$ cat src/rtl/muldiv_hilo_ctrl.sv
// EX-stage sequencer for the shared multi-cycle multiplier/divider: one HI/LO write per accepted op,
// stall held from accept until DONE, flush/watchdog abort with divider annul, divide-by-zero bypass.
module muldiv_hilo_ctrl #(
  parameter int WDOG_CYCLES = 48,
  parameter int CNT_W       = 6
) (
  input  logic        clk,
  input  logic        rst,
  input  logic        ex_valid_i,
  input  logic [2:0]  op_i,
  input  logic [31:0] src1_i,
  input  logic [31:0] src2_i,
  input  logic        flush_i,
  output logic        mul_start_o,
  output logic        mul_signed_o,
  output logic [31:0] mul_op1_o,
  output logic [31:0] mul_op2_o,
  input  logic [63:0] mul_result_i,
  input  logic        mul_ready_i,
  output logic        div_start_o,
  output logic        div_signed_o,
  output logic        div_annul_o,
  output logic [31:0] div_op1_o,
  output logic [31:0] div_op2_o,
  input  logic [63:0] div_result_i,
  input  logic        div_ready_i,
  output logic        stall_req_o,
  output logic        hilo_we_o,
  output logic [31:0] hi_o,
  output logic [31:0] lo_o,
  output logic        wdog_err_o
);

  localparam logic [2:0] OP_MULT  = 3'b001;
  localparam logic [2:0] OP_MULTU = 3'b010;
  localparam logic [2:0] OP_DIV   = 3'b011;
  localparam logic [2:0] OP_DIVU  = 3'b100;
  localparam logic [CNT_W-1:0] WDOG_LIMIT = CNT_W'(WDOG_CYCLES);

  typedef enum logic [1:0] {
    S_IDLE,
    S_MUL_BUSY,
    S_DIV_BUSY,
    S_DONE
  } state_t;

  state_t            state_q, state_d;
  logic              mul_start_q, mul_start_d;
  logic              div_start_q, div_start_d;
  logic              div_annul_q, div_annul_d;
  logic              sgn_q, sgn_d;
  logic [31:0]       op1_q, op1_d;
  logic [31:0]       op2_q, op2_d;
  logic              hilo_we_q, hilo_we_d;
  logic [31:0]       hi_q, hi_d;
  logic [31:0]       lo_q, lo_d;
  logic              wdog_err_q, wdog_err_d;
  logic [CNT_W-1:0]  cnt_q, cnt_d;

  logic              is_mul;
  logic              is_div;
  logic              accept;
  logic [CNT_W-1:0]  cnt_inc;
  logic              wdog_hit;

  assign is_mul   = (op_i == OP_MULT) || (op_i == OP_MULTU);
  assign is_div   = (op_i == OP_DIV)  || (op_i == OP_DIVU);
  assign accept   = (state_q == S_IDLE) && ex_valid_i && (is_mul || is_div) && !flush_i;
  assign cnt_inc  = cnt_q + CNT_W'(1);
  assign wdog_hit = (cnt_inc == WDOG_LIMIT);

  always_comb begin
    state_d     = state_q;
    mul_start_d = mul_start_q;
    div_start_d = div_start_q;
    div_annul_d = 1'b0;
    sgn_d       = sgn_q;
    op1_d       = op1_q;
    op2_d       = op2_q;
    hilo_we_d   = 1'b0;
    hi_d        = hi_q;
    lo_d        = lo_q;
    wdog_err_d  = wdog_err_q;
    cnt_d       = cnt_q;

    case (state_q)
      S_IDLE: begin
        if (accept) begin
          op1_d = src1_i;
          op2_d = src2_i;
          sgn_d = (op_i == OP_MULT) || (op_i == OP_DIV);
          cnt_d = '0;
          if (is_mul) begin
            state_d     = S_MUL_BUSY;
            mul_start_d = 1'b1;
          end else if (src2_i != 32'd0) begin
            state_d     = S_DIV_BUSY;
            div_start_d = 1'b1;
          end else begin
            // Divide by zero never reaches the divider; architected result is produced here.
            state_d   = S_DONE;
            hi_d      = src1_i;
            lo_d      = 32'hFFFF_FFFF;
            hilo_we_d = 1'b1;
          end
        end
      end

      S_MUL_BUSY: begin
        cnt_d = cnt_inc;
        if (flush_i) begin
          state_d     = S_IDLE;
          mul_start_d = 1'b0;
        end else if (mul_ready_i) begin
          state_d     = S_DONE;
          mul_start_d = 1'b0;
          hi_d        = mul_result_i[63:32];
          lo_d        = mul_result_i[31:0];
          hilo_we_d   = 1'b1;
        end else if (wdog_hit) begin
          state_d     = S_IDLE;
          mul_start_d = 1'b0;
          wdog_err_d  = 1'b1;
        end
      end

      S_DIV_BUSY: begin
        cnt_d = cnt_inc;
        if (flush_i) begin
          state_d     = S_IDLE;
          div_start_d = 1'b0;
          div_annul_d = 1'b1;
        end else if (div_ready_i) begin
          state_d     = S_DONE;
          div_start_d = 1'b0;
          hi_d        = div_result_i[63:32];
          lo_d        = div_result_i[31:0];
          hilo_we_d   = 1'b1;
        end else if (wdog_hit) begin
          state_d     = S_IDLE;
          div_start_d = 1'b0;
          div_annul_d = 1'b1;
          wdog_err_d  = 1'b1;
        end
      end

      S_DONE: begin
        // The write strobe is already registered for this cycle; flush cannot retract it.
        state_d = S_IDLE;
      end

      default: begin
        state_d     = S_IDLE;
        mul_start_d = 1'b0;
        div_start_d = 1'b0;
      end
    endcase
  end

  always_ff @(posedge clk) begin
    if (rst) begin
      state_q     <= S_IDLE;
      mul_start_q <= 1'b0;
      div_start_q <= 1'b0;
      div_annul_q <= 1'b0;
      sgn_q       <= 1'b0;
      op1_q       <= '0;
      op2_q       <= '0;
      hilo_we_q   <= 1'b0;
      hi_q        <= '0;
      lo_q        <= '0;
      wdog_err_q  <= 1'b0;
      cnt_q       <= '0;
    end else begin
      state_q     <= state_d;
      mul_start_q <= mul_start_d;
      div_start_q <= div_start_d;
      div_annul_q <= div_annul_d;
      sgn_q       <= sgn_d;
      op1_q       <= op1_d;
      op2_q       <= op2_d;
      hilo_we_q   <= hilo_we_d;
      hi_q        <= hi_d;
      lo_q        <= lo_d;
      wdog_err_q  <= wdog_err_d;
      cnt_q       <= cnt_d;
    end
  end

  // Same-cycle stall on accept so EX does not advance past the op being captured.
  assign stall_req_o  = accept || (state_q == S_MUL_BUSY) || (state_q == S_DIV_BUSY);

  assign mul_start_o  = mul_start_q;
  assign mul_signed_o = sgn_q;
  assign mul_op1_o    = op1_q;
  assign mul_op2_o    = op2_q;
  assign div_start_o  = div_start_q;
  assign div_signed_o = sgn_q;
  assign div_annul_o  = div_annul_q;
  assign div_op1_o    = op1_q;
  assign div_op2_o    = op2_q;
  assign hilo_we_o    = hilo_we_q;
  assign hi_o         = hi_q;
  assign lo_o         = lo_q;
  assign wdog_err_o   = wdog_err_q;

endmodule

$ cat config.mk
export PLATFORM = sky130hd
export DESIGN_NAME = muldiv_hilo_ctrl
export DESIGN_NICKNAME = d
export VERILOG_FILES = /design/src/rtl/muldiv_hilo_ctrl.sv
export SDC_FILE = /design/constraint.sdc
export NUM_CORES = 1
export LEC_CHECK = 0
export BUFFER_PORTS_ARGS = -buffer_cell sky130_fd_sc_hd__buf_2
export CAP_MARGIN = 10
export CORE_AREA = 2 2 155 157
export DETAILED_ROUTE_END_ITERATION = 10
export DIE_AREA = 0 0 157 159
export HOLD_SLACK_MARGIN = 0.02
export PLACE_DENSITY_LB_ADDON = 0.25
export RECOVER_POWER = 50
export SYNTH_ARGS = -nofsm -noshare
export SYNTH_HDL_FRONTEND = slang
export SYNTH_SLANG_ARGS = --single-unit
$ cat constraint.sdc
create_clock -name clk -period 2.25 [get_ports clk]
set_clock_uncertainty 0.1 [all_clocks]
set_input_delay 0.225 -clock clk [delete_from_list [all_inputs] [get_ports clk]]
set_output_delay 0.225 -clock clk [all_outputs]
set_load 0.02 [all_outputs]
### Yosys cells after proc, flatten, opt, wreduce, memory -nomap -nowiden

Index checks and enable logic that the tools add are counted.
W data, S select, Z words.

* word-level logic and storage cells: 116
* register bits: 142

* reduce and logical (&&, ||, !) cells: 25
* $add $sub $neg: 1
* bitwise operators: 1
* mux-type cells: 56
* eq/ne operators: 21

Operators with widths (count)
* $mux W32: 14
* $pmux W32 S3: 2
* $reduce_bool A32 Y1: 1
* $mux W1: 26
* $ne A2 B2 Y1 const B: 10
* $mux W2: 7
* $pmux W6 S2: 1
* $reduce_and A5 Y1: 2
* $ne A4 B4 Y1 const B: 2
* $pmux W2 S4: 1
* $reduce_and A8 Y1: 1
* $reduce_bool A2 Y1: 4
* $add A6 B1 Y6 const B: 1
* $eq A3 B2 Y1 const B: 2
* $eq A6 B6 Y1 const B: 1
* $logic_or A1 B1 Y1: 6
* $mux W6: 1
* $pmux W1 S2: 3
* $eq A2 B2 Y1 const B: 2
* $reduce_and A2 Y1: 2
* $reduce_and A4 Y1: 1
* $reduce_or A2 Y1: 2
* $eq A3 B1 Y1 const B: 1
* $eq A3 B3 Y1 const B: 1
* 8 further kinds: 10

### Depth between registers and ports, before layout

* depth after elaboration: 7
* gate-level depth with buffers: 9
* mapped depth without buffers: 7

### Least setup slack after synthesis

OpenSTA, ideal clock, no wires.

* kind: reg2reg
* start point: reg state_q[0]
* end point: reg cnt_q[3]
* path buffers: 1
* arrival time: 1.824 ns
* path slack: 0.252 ns
* cell stages (with the launch flop): 9
* library setup time: 0.074 ns
* path through: dfxtp_1 -> inv_1 -> ha_1 -> and3b_1 -> buf_2 -> and3_1 -> o211ai_1 -> or4_1 -> o21ai_0

* word-level cells in the longest chain between the ends: 6

RTL lines
* start, declared: line 47 `state_t state_q, state_d;`
* start signal, assigned: line 175 `state_q <= state_d;`
* $logic_not A2 Y1: line 68, 86
* $logic_and A1 B1 Y1 (3 in series): line 68 `assign accept = (state_q == S_IDLE) && ex_valid_i && (is_mul || is_div) && !flush_i;`
* $ne A2 B2 Y1 (no source line)
* $reduce_and A2 Y1 (no source line)
* end signal, assigned: line 186 `cnt_q <= cnt_d;`
* end, declared: line 58 `logic [CNT_W-1:0] cnt_q, cnt_d;`

Several ways; a longest one is shown, not always the timed one.
A chain may end at the register's enable or synchronous reset.

### Worst setup path after layout

* start point: reg state_q[1]
* end point: out stall_req_o

* word-level cells in the longest chain between the ends: 6

RTL lines
* $logic_not A2 Y1: line 68
* $logic_and A1 B1 Y1 (3 in series): line 68
* $logic_or A1 B1 Y1: line 191 `assign stall_req_o = accept || (state_q == S_MUL_BUSY) || (state_q == S_DIV_BUSY);`
* $logic_or A1 B1 Y1 *: line 191
* end, declared: line 27 `output logic stall_req_o,`

Mark *: on every way between the ends. The rest lies on a longest branch, timed or not.

==> reports/metrics.cfg <==
[clocking]
cts-root-buf = clkbuf_16
htreeDepth = 4
cts_tree = yes
clock-sinks = 142
path_clk_slew_ns = 0.06
cts_inserted_buffers = 17
ctsLongestPathBuffers = 2
clk_latency_ns = 0.42

[sta]
tightest_slew_ns = 0.5031
postLayoutSetupSlackWorst_ns = 0.08524
drv_slew = 0
setup_viol = 0
max-slew-margin-rel_pct = 66.46
finalHoldViolCount = 0
period_needed_ns = 2.165
period_share_pct = 96.21
holdWs_ns = 0.05919
max_freq_mhz = 461.9
rsz0062_at_grt = false

[drt]
drt_wl_total_um = 26440
dr_wl_met3_um = 1282
wl_met1_um = 11210
viasPerCell = 4.892
first_iter_violations = 411
antenna_left = 0
drc = 0
wl_met2_um = 13520
wl_per_cell_um = 16.54
drt_first_pass_iters = 5
topRoutingLayerUsed = met4
vias = 7817

[placement]
dp_hpwl_um = 18930
place_area_um2 = 9146
dp.cells = 1499
io_buffers = 400
preCtsSetupSlack_ns = -0.002232
finalWeightedCongestion = 0.8192

[cells_and_area]
layout.nets = 1474
area_growth_pct = 41.74
drive_above_1_share_pct = 29.09
finalInstanceArea_um2 = 10320
nFillCells = 2441
multi_input_area_um2 = 3540
antenna_cells = 0
stdcell_count = 1598
register_area_um2 = 2844

[power_and_ir_drop]
p_sw_share_pct = 41.80
p_leak_nw = 3.867
irDropWorstVdd_mv = 0.5619
combPwrFrac_pct = 45.7
intPower_w = 0.006645
p_clk_share_pct = 26.6
power_switching_w = 0.004773
pwr-share-seq_pct = 27.7
power_w = 0.01142
power.density_nw_per_um2 = 1106

[synthesis]
syn_nets = 1103
avgSynthCellArea_um2 = 8.130
synth_edf_count = 0
async_reset_ff_share_pct = 0
synth_area_leader_cell = dfxtp_1
synth_common_cells = nand2_1, dfxtp_1, a21oi_1
ys_seq_elements = 142
yosysWarnings = 0
synth_flop_cell = dfxtp_1
ys_seq_area_share_pct = 39.02
syn_area_um2 = 7284
synth_most_common_cell = nand2_1
synthCells = 896
synth_top_area_share_pct = 39.02
ys_top_cells_by_area = dfxtp_1, nand2_1, a21oi_1, buf_4, a22oi_1
synth_cell_types = 48

[floorplanning]
coreArea_um2 = 23190
initial_core_util_pct = 31.41
fp.dieW_um = 157
pin_count = 401
die-area_um2 = 24960
die_h_um = 159
row_count = 56

[grt]
grt_pass1_vias = 7626
grt_max_degree = 94
grt_pass1_wl_um = 41170
grt_overflow_total = 0
antenna_found_initial = 0
grtUsageTotal_pct = 20.87

[hold_path]
worstHoldPathCells = 2
hold_class = in2reg

[setup_path]
critPathLaunchType = flop
cp_data_required_time_ns = 1.92
arrival_ns = 1.84
critPathCaptureType = output port
rr_worst_depth = 8
cp_max_fo = 5
worstSetupPathType = reg2out

[job]
cap_violations = 0

[run_status]
status = complete, no violations

-- power by group through the flow --
stage	combinational (W)	clock [W]	sequential, W
final	0.00522	0.00303	0.00316
after global routing	0.00571	0.00323	0.00321
after CTS	0.00525	0.00311	0.00315
after detailed placement	0.00509	0	0.00319
after global placement	0.00508	0	0.00319
after floorplan	0.00310	0	0.00362
-- cells by family after synthesis --
kind of cell             share of synthesized area (%)
AO/OA/AOI/OAI                                    29.41
flip-flops                                       39.02
buffers and inverters                            13.33
XOR/XNOR                                        0.1203
AND/OR/NAND/NOR                                  17.09
adder cells (fa/ha/maj)                          1.031
-- final cells by class --
class / instances / area share (%)
clock inverter: 12 / 1.769
inverter: 10 / 0.3635
clock buffer: 19 / 4.290
timing repair buffer: 502 / 27.88
sequential: 142 / 27.54
multi-input combinational: 594 / 34.28
tap: 319 / 3.866
-- metrics by stage --
stage	utilization [%]	setup TNS (ns)
floorplan	-	0
global placement	39.44	-1.419
detailed placement	39.44	-0.002232
CTS	45.07	0
global route	44.52	0
finish	44.52	0
-- final timing paths --
path                                         startpoint               endpoint  slack [ns]
worst max-delay path            state_q[1]$_SDFFE_PP0N_            stall_req_o        0.09
worst min-delay path                                rst  lo_o[11]$_SDFFE_PP0P_        0.06
worst max register to register  state_q[1]$_SDFFE_PP0N_   lo_o[2]$_SDFFE_PP0P_        0.15
worst min register to register     hi_o[6]$_SDFFE_PP0P_   hi_o[6]$_SDFFE_PP0P_        0.35
-- routing by layer --
layer	up-vias	track usage, %
li1	3879	-
met3	23	3.756
met5	-	0
met4	0	6.339
met1	3652	24.95
met2	263	37.64
-- repair_timing --
| item | in CTS | in global routing |
|---|---|---|
| resized for setup | 10 | 7 |
| setup endpoints to repair | 1 | 64 |
| endpoints found under the hold margin | 64 | 0 |
| cloned | 0 | 1 |
| pin swaps | 0 | 2 |
| setup buffers | 1 | 2 |
| hold buffers | 64 | 0 |
-- worst max-delay path, cell delays in order (launching register included) --
cell	delay (ns)
dfxtp_1	0.42
inv_2	0.11
ha_4	0.18
and3b_1	0.18
buf_4	0.15
nand3_2	0.14
nand2_1	0.08
buf_2	0.17
-- state kept, by name, indices dropped and copies added, names as in the netlist, 2 cells and up --
name,count
state_q,2
hi_o,32
div_op1_o,32
cnt_q,6
div_op2_o,32
lo_o,32
-- cell usage in the layout, fill, tap and decap left out, types with 4 or more instances in the layout --
cell           count
buf_2            229
clkbuf_1         171
nand2_1          170
dfxtp_1          141
a21oi_1          113
a22oi_1           65
dlygate4sd3_1     64
o21ai_0           43
nor2_1            40
nand4_1           36
a21oi_2           29
a311oi_2          28
buf_4             24
clkbuf_16         18
buf_12            10
inv_1              7
nor4_1             6
a311oi_1           5
nand3_1            5
nor3_1             4
inv_6              4
bufinv_16          4
Power figures use the tool's default switching activity.
